`config.mk`:
```
export PLATFORM = sky130hd
export DESIGN_NAME = fetch_stage_flat
export DESIGN_NICKNAME = d
export VERILOG_FILES = /design/src/rtl/fetch_stage_if.sv /design/src/rtl/fetch_stage.sv /design/src/flat_wrapper.sv
export SDC_FILE = /design/constraint.sdc
export NUM_CORES = 1
export LEC_CHECK = 0
export CAP_MARGIN = 30
export CORE_MARGIN = 5
export CORE_UTILIZATION = 40
export CTS_BUF_LIST = sky130_fd_sc_hd__clkbuf_2 sky130_fd_sc_hd__clkbuf_4 sky130_fd_sc_hd__clkbuf_8
export CTS_CLUSTER_DIAMETER = 50
export DETAILED_ROUTE_END_ITERATION = 8
export PLACE_DENSITY = 0.64
export SLEW_MARGIN = 30
export SYNTH_ARGS = -nofsm -noshare
export SYNTH_HDL_FRONTEND = slang
export SYNTH_SLANG_ARGS = --single-unit
```
`constraint.sdc`:
```
create_clock -name clk -period 3.3 [get_ports clk]
set_clock_uncertainty 0.1 [all_clocks]
set_input_delay 0.495 -clock clk [delete_from_list [all_inputs] [get_ports clk]]
set_output_delay 0.495 -clock clk [all_outputs]
set_load 0.03 [all_outputs]
```
`src/rtl/fetch_stage_if.sv`:
```
// Instruction-memory fetch port: fetch stage is master, memory is slave.
// Request is level-held until ack or until the fetch stage abandons it on redirect.
interface fetch_stage_if #(
    parameter int ADDR_W  = 64,
    parameter int INSTR_W = 32
);
    logic               imem_req;
    logic [ADDR_W-1:0]  imem_addr;
    logic               imem_ack;
    logic [INSTR_W-1:0] imem_rdata;

    modport master (
        output imem_req,
        output imem_addr,
        input  imem_ack,
        input  imem_rdata
    );

    modport slave (
        input  imem_req,
        input  imem_addr,
        output imem_ack,
        output imem_rdata
    );
endinterface

```
`src/rtl/fetch_stage.sv`:
```
// Instruction fetch around an external PC register; zero-wait memory loads IF/ID every cycle.
// Stall holds PC and IF/ID (a response landing under stall parks in a one-entry skid); redirect beats all.
module fetch_stage #(
    parameter int                ADDR_W   = 64,
    parameter int                INSTR_W  = 32,
    parameter logic [ADDR_W-1:0] RESET_PC = '0
) (
    input  logic               clk,
    input  logic               reset,
    input  logic [ADDR_W-1:0]  pc_q,
    output logic [ADDR_W-1:0]  pc_d,
    fetch_stage_if.master      imem,
    input  logic               stall,
    input  logic               redirect,
    input  logic [ADDR_W-1:0]  redirect_pc,
    output logic               if_id_valid,
    output logic [ADDR_W-1:0]  if_id_pc,
    output logic [ADDR_W-1:0]  if_id_pc4,
    output logic [INSTR_W-1:0] if_id_instr,
    output logic [31:0]        fetch_cnt
);
    typedef enum logic [1:0] {IDLE, REQ, HOLD} state_t;

    state_t state, state_n;

    logic               skid_vld;
    logic [ADDR_W-1:0]  skid_pc;
    logic [INSTR_W-1:0] skid_instr;

    logic [ADDR_W-1:0] pc_q4;
    logic [ADDR_W-1:0] skid_pc4;
    logic              ld_mem, ld_skid, capture, bubble, flush;
    logic              unused_redirect_lsbs;

    assign pc_q4                = pc_q + ADDR_W'(4);
    assign skid_pc4             = skid_pc + ADDR_W'(4);
    assign imem.imem_addr       = pc_q;
    assign unused_redirect_lsbs = ^redirect_pc[1:0];

    always_comb begin
        state_n       = state;
        pc_d          = pc_q;
        imem.imem_req = 1'b0;
        ld_mem        = 1'b0;
        ld_skid       = 1'b0;
        capture       = 1'b0;
        bubble        = 1'b0;
        flush         = 1'b0;
        if (!reset) begin
            pc_d = RESET_PC;
        end else if (redirect) begin
            // Any in-flight request is abandoned; same-cycle ack is simply ignored.
            imem.imem_req = (state == REQ);
            pc_d          = {redirect_pc[ADDR_W-1:2], 2'b00};
            flush         = 1'b1;
            state_n       = REQ;
        end else begin
            case (state)
                IDLE: begin
                    pc_d    = RESET_PC;
                    state_n = REQ;
                end
                REQ: begin
                    imem.imem_req = 1'b1;
                    if (imem.imem_ack && !stall) begin
                        ld_mem = 1'b1;
                        pc_d   = pc_q4;
                    end else if (imem.imem_ack) begin
                        capture = 1'b1;
                        state_n = HOLD;
                    end else if (!stall) begin
                        bubble = 1'b1;
                    end
                end
                HOLD: begin
                    if (!stall) begin
                        ld_skid = 1'b1;
                        pc_d    = skid_pc4;
                        state_n = REQ;
                    end
                end
                default: state_n = IDLE;
            endcase
        end
    end

    always_ff @(posedge clk or negedge reset) begin
        if (!reset) begin
            state       <= IDLE;
            if_id_valid <= 1'b0;
            if_id_pc    <= '0;
            if_id_pc4   <= '0;
            if_id_instr <= '0;
            fetch_cnt   <= '0;
            skid_vld    <= 1'b0;
            skid_pc     <= '0;
            skid_instr  <= '0;
        end else begin
            state <= state_n;
            if (flush) begin
                if_id_valid <= 1'b0;
                skid_vld    <= 1'b0;
            end else if (ld_mem) begin
                if_id_valid <= 1'b1;
                if_id_pc    <= pc_q;
                if_id_pc4   <= pc_q4;
                if_id_instr <= imem.imem_rdata;
                fetch_cnt   <= fetch_cnt + 32'd1;
            end else if (capture) begin
                skid_vld   <= 1'b1;
                skid_pc    <= pc_q;
                skid_instr <= imem.imem_rdata;
            end else if (ld_skid) begin
                if_id_valid <= skid_vld;
                if_id_pc    <= skid_pc;
                if_id_pc4   <= skid_pc4;
                if_id_instr <= skid_instr;
                skid_vld    <= 1'b0;
                if (skid_vld) begin
                    fetch_cnt <= fetch_cnt + 32'd1;
                end
            end else if (bubble) begin
                if_id_valid <= 1'b0;
            end
        end
    end
endmodule

```
`src/flat_wrapper.sv`:
```
// flat-port wrapper written by rule: the top's interface ports become plain ports
module fetch_stage_flat 
#(
    parameter int                ADDR_W   = 64,
    parameter int                INSTR_W  = 32,
    parameter logic [ADDR_W-1:0] RESET_PC = '0
)
  (clk, reset, pc_q, pc_d, stall, redirect, redirect_pc, if_id_valid, if_id_pc, if_id_pc4, if_id_instr, fetch_cnt, imem_imem_req, imem_imem_addr, imem_imem_ack, imem_imem_rdata);
  fetch_stage_if #(.ADDR_W(ADDR_W), .INSTR_W(INSTR_W)) imem_i ();
  input  logic clk;
  input  logic reset;
  input  logic [ADDR_W-1:0] pc_q;
  output logic [ADDR_W-1:0] pc_d;
  input  logic stall;
  input  logic redirect;
  input  logic [ADDR_W-1:0] redirect_pc;
  output logic if_id_valid;
  output logic [ADDR_W-1:0] if_id_pc;
  output logic [ADDR_W-1:0] if_id_pc4;
  output logic [INSTR_W-1:0] if_id_instr;
  output logic [31:0] fetch_cnt;
  output wire logic [$bits(imem_i.imem_req)-1:0] imem_imem_req;
  output wire logic [$bits(imem_i.imem_addr)-1:0] imem_imem_addr;
  input wire logic [$bits(imem_i.imem_ack)-1:0] imem_imem_ack;
  input wire logic [$bits(imem_i.imem_rdata)-1:0] imem_imem_rdata;
  assign imem_imem_req = imem_i.imem_req;
  assign imem_imem_addr = imem_i.imem_addr;
  assign imem_i.imem_ack = imem_imem_ack;
  assign imem_i.imem_rdata = imem_imem_rdata;
  fetch_stage #(.ADDR_W(ADDR_W), .INSTR_W(INSTR_W), .RESET_PC(RESET_PC)) u_core (.clk(clk), .reset(reset), .pc_q(pc_q), .pc_d(pc_d), .imem(imem_i), .stall(stall), .redirect(redirect), .redirect_pc(redirect_pc), .if_id_valid(if_id_valid), .if_id_pc(if_id_pc), .if_id_pc4(if_id_pc4), .if_id_instr(if_id_instr), .fetch_cnt(fetch_cnt));
endmodule
```
* After elaboration in Yosys (flattened, before gate mapping)
Cells that the tools add are included.
** Word-level totals
- Register bits after elaboration :: 292
- Bits in latches :: 0
- Memory bits (writable) :: 0
- ROM bits :: 0
- Input port bits :: 165
- Output and inout bits :: 322
- Logic and storage cells :: 90
- Memories :: 0
** Cells by class
- $add $sub $neg :: 3
- $mul :: 0
- Div/mod/pow operators :: 0
- Magnitude comparators :: 0
- Equal/unequal tests :: 8
- Shift operators :: 0
- Multiplexer cells :: 55
- Bitwise logic cells :: 2
- Reductions and logical operators :: 13
** Operators by type and width (number)
- 2-to-1 mux 64 bit :: 10
- 2-to-1 mux 32 bit :: 7
- one-hot mux 64 bit (3 select lines) :: 1
- adder 64 x 3 -> 64 bit, second input constant :: 2
- adder 32 x 1 -> 32 bit, second input constant :: 1
- 2-to-1 mux 1 bit :: 32
- inequality test 3 bit, second input constant :: 3
- 2-to-1 mux 2 bit :: 4
- AND reduction 4 bit :: 2
- one-hot mux 2 bit (3 select lines) :: 1
- AND reduction 3 bit :: 2
- AND reduction 2 bit :: 2
- nonzero test 2 bit :: 2
- nonzero test 4 bit :: 1
- inequality test 3 x 2 -> 1 bit, second input constant :: 1
- nonzero test 3 bit :: 1
- equality test 2 x 1 -> 1 bit, second input constant :: 1
- equality test 2 bit, second input constant :: 1
- zero test 2 bit :: 1
- inequality test 2 x 1 -> 1 bit, second input constant :: 1
- inequality test 2 bit, second input constant :: 1
- inverter 1 bit :: 2
- logical AND 1 bit :: 1
- zero test 1 bit :: 1

* Logic depth before layout (Yosys ltp)
- Word-level depth :: 11
- Mapped depth :: 10
- Depth with buffers taken out :: 7

* Worst setup path after synthesis
OpenSTA, ideal clock, no wires.
- Path type :: input -> output
- From :: input pc_q[17]
- To :: output pc_d[59]
- Arrival time :: 2.950 ns
- Data required time :: 2.705 ns
- Slack :: -0.245 ns
- Stages :: 8
- Path buffers :: 2
- Cell sequence :: buf_2 -> nand3_2 -> or4_4 -> or4b_1 -> clkbuf_1 -> nor4_1 -> nor3_1 -> a211oi_1
** Between the ends
- Word-level cells in the longest chain between the ends :: 5
** RTL lines
- start: declaration :: line flat_wrapper.sv:12 : input logic [ADDR_W-1:0] pc_q;
- adder 64 x 3 -> 64 bit :: line fetch_stage.sv:35 : assign pc_q4 = pc_q + ADDR_W'(4);
- 2-to-1 mux 64 bit :: line fetch_stage.sv:65 : if (imem.imem_ack && !stall) begin
- one-hot mux 64 bit (3 select lines) :: line fetch_stage.sv:58 : case (state)
- 2-to-1 mux 64 bit :: line fetch_stage.sv:51 : end else if (redirect) begin
- 2-to-1 mux 64 bit :: line fetch_stage.sv:49 : if (!reset) begin
- end: declaration :: line flat_wrapper.sv:13 : output logic [ADDR_W-1:0] pc_d;
Every way passes these cells.

* Worst setup path in the final report
- From :: register u_core.skid_pc[37]
- To :: output pc_d[43]
** Between the ends
- Word-level cells in the longest chain between the ends :: 5
** RTL lines
- start: declaration :: line fetch_stage.sv:27 : logic [ADDR_W-1:0] skid_pc;
- start signal: assignment :: line fetch_stage.sv:111 : skid_pc <= pc_q;
- adder 64 x 3 -> 64 bit :: line fetch_stage.sv:36 : assign skid_pc4 = skid_pc + ADDR_W'(4);
- 2-to-1 mux 64 bit :: line fetch_stage.sv:76 : if (!stall) begin
- one-hot mux 64 bit (3 select lines) :: line fetch_stage.sv:58
- 2-to-1 mux 64 bit :: line fetch_stage.sv:51
- 2-to-1 mux 64 bit :: line fetch_stage.sv:49
Every way passes these cells.

==> results.yml <==
status:
  status: "complete, but fails checks"
  violations: "negative setup slack"
min_path:
  hold_path.class: "input pin to flop"
power_and_ir_drop:
  leakage_nw: 12.51
  p_sw_share_pct: 39.89
  switching_power_mw: 6.467
  peakVddDrop_mv: 0.4590
  power.density_nw_per_um2: 549.5
  p_int_mw: 9.744
  clkPwrFrac_pct: 23.7
  seq_power_share_pct: 32.9
  comb_power_share_pct: 43.4
route:
  vias_per_cell: 5.958
  drtAntennaViolNets: 0
  wl_mm: 89.23
  num_vias: 20995
  drtIter0Drc: 2171
  dr.pass1.iters: 6
  wl_per_cell_um: 25.32
  drc: 0
critical_path:
  critical_path.endpoint_type: "output port"
  path_class: "flop to output port"
  start_kind: "flop"
  crit_arrival_ps: 3160
  cp_max_fo: 3
  worstPathRequired_ps: 2700
sta:
  worst_hold_slack_ps: 97.71
  tns_ps: -12680
  rsz0062_at_grt: "yes"
  finalHoldViolations: 0
  post-route-min-period_ps: 3760
  final-setup-viol-count: 51
  max_freq_mhz: 266.0
  worstMarginPinSlew_ps: 717.1
  max-slew-margin-rel_pct: 52.19
  setup_ws_ps: -459.5
  period_share_pct: 113.9
  report.final.slew_viol_count: 0
floorplan:
  die_h_um: 223.3
  core_um2: 45190
  die_area_um2: 49840
  die_w_um: 223.3
  rows: 78
  num_io_pins: 487
  start_util_pct: 40.26
clock_network:
  clock_sinks: 290
  cts_tree: "done"
  root_buffer: "clkbuf_8"
  path_clk_slew_ps: 60
  clockBufferDepth: 3
  cts_buffers: 54
  clk-insertion-delay-late_ps: 690
  htree_levels: 2
logic_synthesis:
  synth_nets: 2334
  syn_avg_cell_area_um2: 8.398
  synth_area_um2: 18190
  synth.area.top_cells: "dfrtp_1, nand2_1, mux2_2"
  synth_flop_cell: "dfrtp_1"
  synth.distinct_cells: 67
  yosys.area.top_type_share_pct: 39.90
  synth_edf_count: 0
  ys_seq_area_share_pct: 39.90
  synthCells: 2166
  async_reset_ff_share_pct: 100.0
  yosys_warnings: 0
  ys_ff_latch: 290
  yosys.area.top_type: "dfrtp_1"
cells_and_area:
  final_net_count: 3050
  area_growth_pct: 62.19
  fin_util_pct: 65.29
  fin_cells: 3524
  drive_gt1_share_pct: 32.49
grt:
  globalRouteMet1Util_pct: 43.70
  grt-ovfl-total: 0
  grt_max_degree: 88
  grt_pass1_wl_mm: 131.4
  grtUsageMet2_pct: 55.00
  gr-usage-met3_pct: 8.461
  first_global_vias: 20913
  antenna_found_initial: 7
  busiest_layer: "met2"
  grt.total_usage_pct: 33.90
place:
  place_inst: 3329
  place_ws_ps: -752.5
  place_congestion: 0.9526
  hpwl_mm: 64.31
  io_buffers: 484
job:
  cap_violations: 0
[stage by stage]
step	cell area [µm²]	power, mW
floorplan	18290	8.610
global placement	25930	11.77
detailed placement	25930	11.87
CTS	28780	15.98
global route	29500	16.90
finish	29500	16.21
[what timing repair did]
item | in CTS | in global routing
setup buffers | 68 | 37
gates resized for setup | 351 | 130
pin swaps | 133 | 81
gates cloned | 2 | 0
hold buffers | 1 | 3
endpoints found under the hold margin | 198 | 198
endpoints found under the setup margin | 61 | 62
[power by group through the flow]
stage | clock [mW] | sequential (mW) | combinational (mW)
after floorplan | 0 | 6.48 | 2.13
after global placement | 0 | 5.28 | 6.49
after detailed placement | 0 | 5.32 | 6.56
after CTS | 3.89 | 5.28 | 6.81
after global routing | 4.05 | 5.43 | 7.42
final | 3.84 | 5.33 | 7.04
[sequential cells by signal (all words and copies together), names as in the netlist]
| signal | count |
|---|---|
| u_core.fetch_cnt | 32 |
| u_core.if_id_valid | 1 |
| u_core.if_id_pc4 | 64 |
| u_core.skid_vld | 1 |
| u_core.if_id_pc | 62 |
| u_core.if_id_instr | 32 |
| u_core.skid_pc | 64 |
| u_core.skid_instr | 32 |
| u_core.state | 2 |
[layout make-up]
type                            instances  area (µm²)
Antenna cell                            3       7.507
Clock buffer                           80        1020
Clock inverter                         15       147.6
Fill cell                            3742       15680
Inverter                               23       86.33
Multi-Input combinational cell       1593       11180
Sequential cell                       290        7267
Tap cell                              600       750.7
Timing Repair Buffer                  920        9046
[Yosys cell counts (15+ instances only)]
cell type	count
a31oi_1	101
and4_1	18
nand3_1	61
a22oi_1	26
clkbuf_1	168
o211ai_1	16
and3_1	28
and2_1	17
o21ai_0	135
nand2b_1	15
nor3_1	36
mux2_2	96
nand4_1	66
nor2_1	166
a21oi_1	65
dfrtp_1	290
buf_4	68
nor4_1	47
mux2i_1	15
xnor2_1	75
nand2_1	379
xor2_1	49
inv_1	23
a221oi_1	19
[final timing paths]
check / to / slack (ps) / cells past startpoint / from
worst min register to register: u_core.if_id_pc4[5] / 370 / 2 / u_core.if_id_pc4[5]
worst max-delay path: pc_d[43] / -460 / 8 / u_core.skid_pc[37]
worst max register to register: u_core.if_id_pc4[17] / 530 / 8 / u_core.state[1]
max in group asynchronous: u_core.skid_pc[3] / 1430 / 4 / reset
worst min-delay path: u_core.if_id_pc[10] / 100 / 3 / pc_q[10]
min in group asynchronous: u_core.if_id_pc[49] / 590 / 4 / reset
[kinds of logic after synthesis]
| group | after synthesis | synth area share (%) |
|---|---|---|
| flip-flops | 290 | 39.90 |
| AND/OR/NAND/NOR | 883 | 22.90 |
| multiplexers | 111 | 6.768 |
| AO/OA/AOI/OAI | 472 | 16.88 |
| adder cells (fa/ha/maj) | 3 | 0.2064 |
| XOR/XNOR | 124 | 5.971 |
| buffers and inverters | 283 | 7.381 |
[worst max-delay path, stage by stage, from the launching register on]
cell and delay (ps):
dfrtp_1 350, nand4_1 260, nor2_1 480, nand2_1 150, o31a_1 290, o41ai_1 470, o21ai_0 160, buf_4 180
buf_12 130
[metal layers]
layer	vias to the layer above	share of wire [%]
li1	9119	-
met1	10433	39
met5	-	0.046
met2	1170	47
met3	267	10
met4	6	4.4
[placed cells by master, fill, tap and decap left out, drive strengths merged, types with 24 or more instances in the layout]
cell	netlist	layout
o21ai	135	135
nor4	50	50
clkdlybuf4s50	0	369
dlygate4sd2	0	28
buf	91	504
mux2	96	96
a31oi	101	101
nand3	62	62
nor2	166	166
a22oi	26	26
dfrtp	290	290
nor3	36	36
nand4	67	67
clkbuf	169	90
xor2	49	49
nand2	379	379
a21oi	65	65
and3	28	28
inv	23	24
xnor2	75	75
Note: power is estimated with default switching activity, not from simulation.
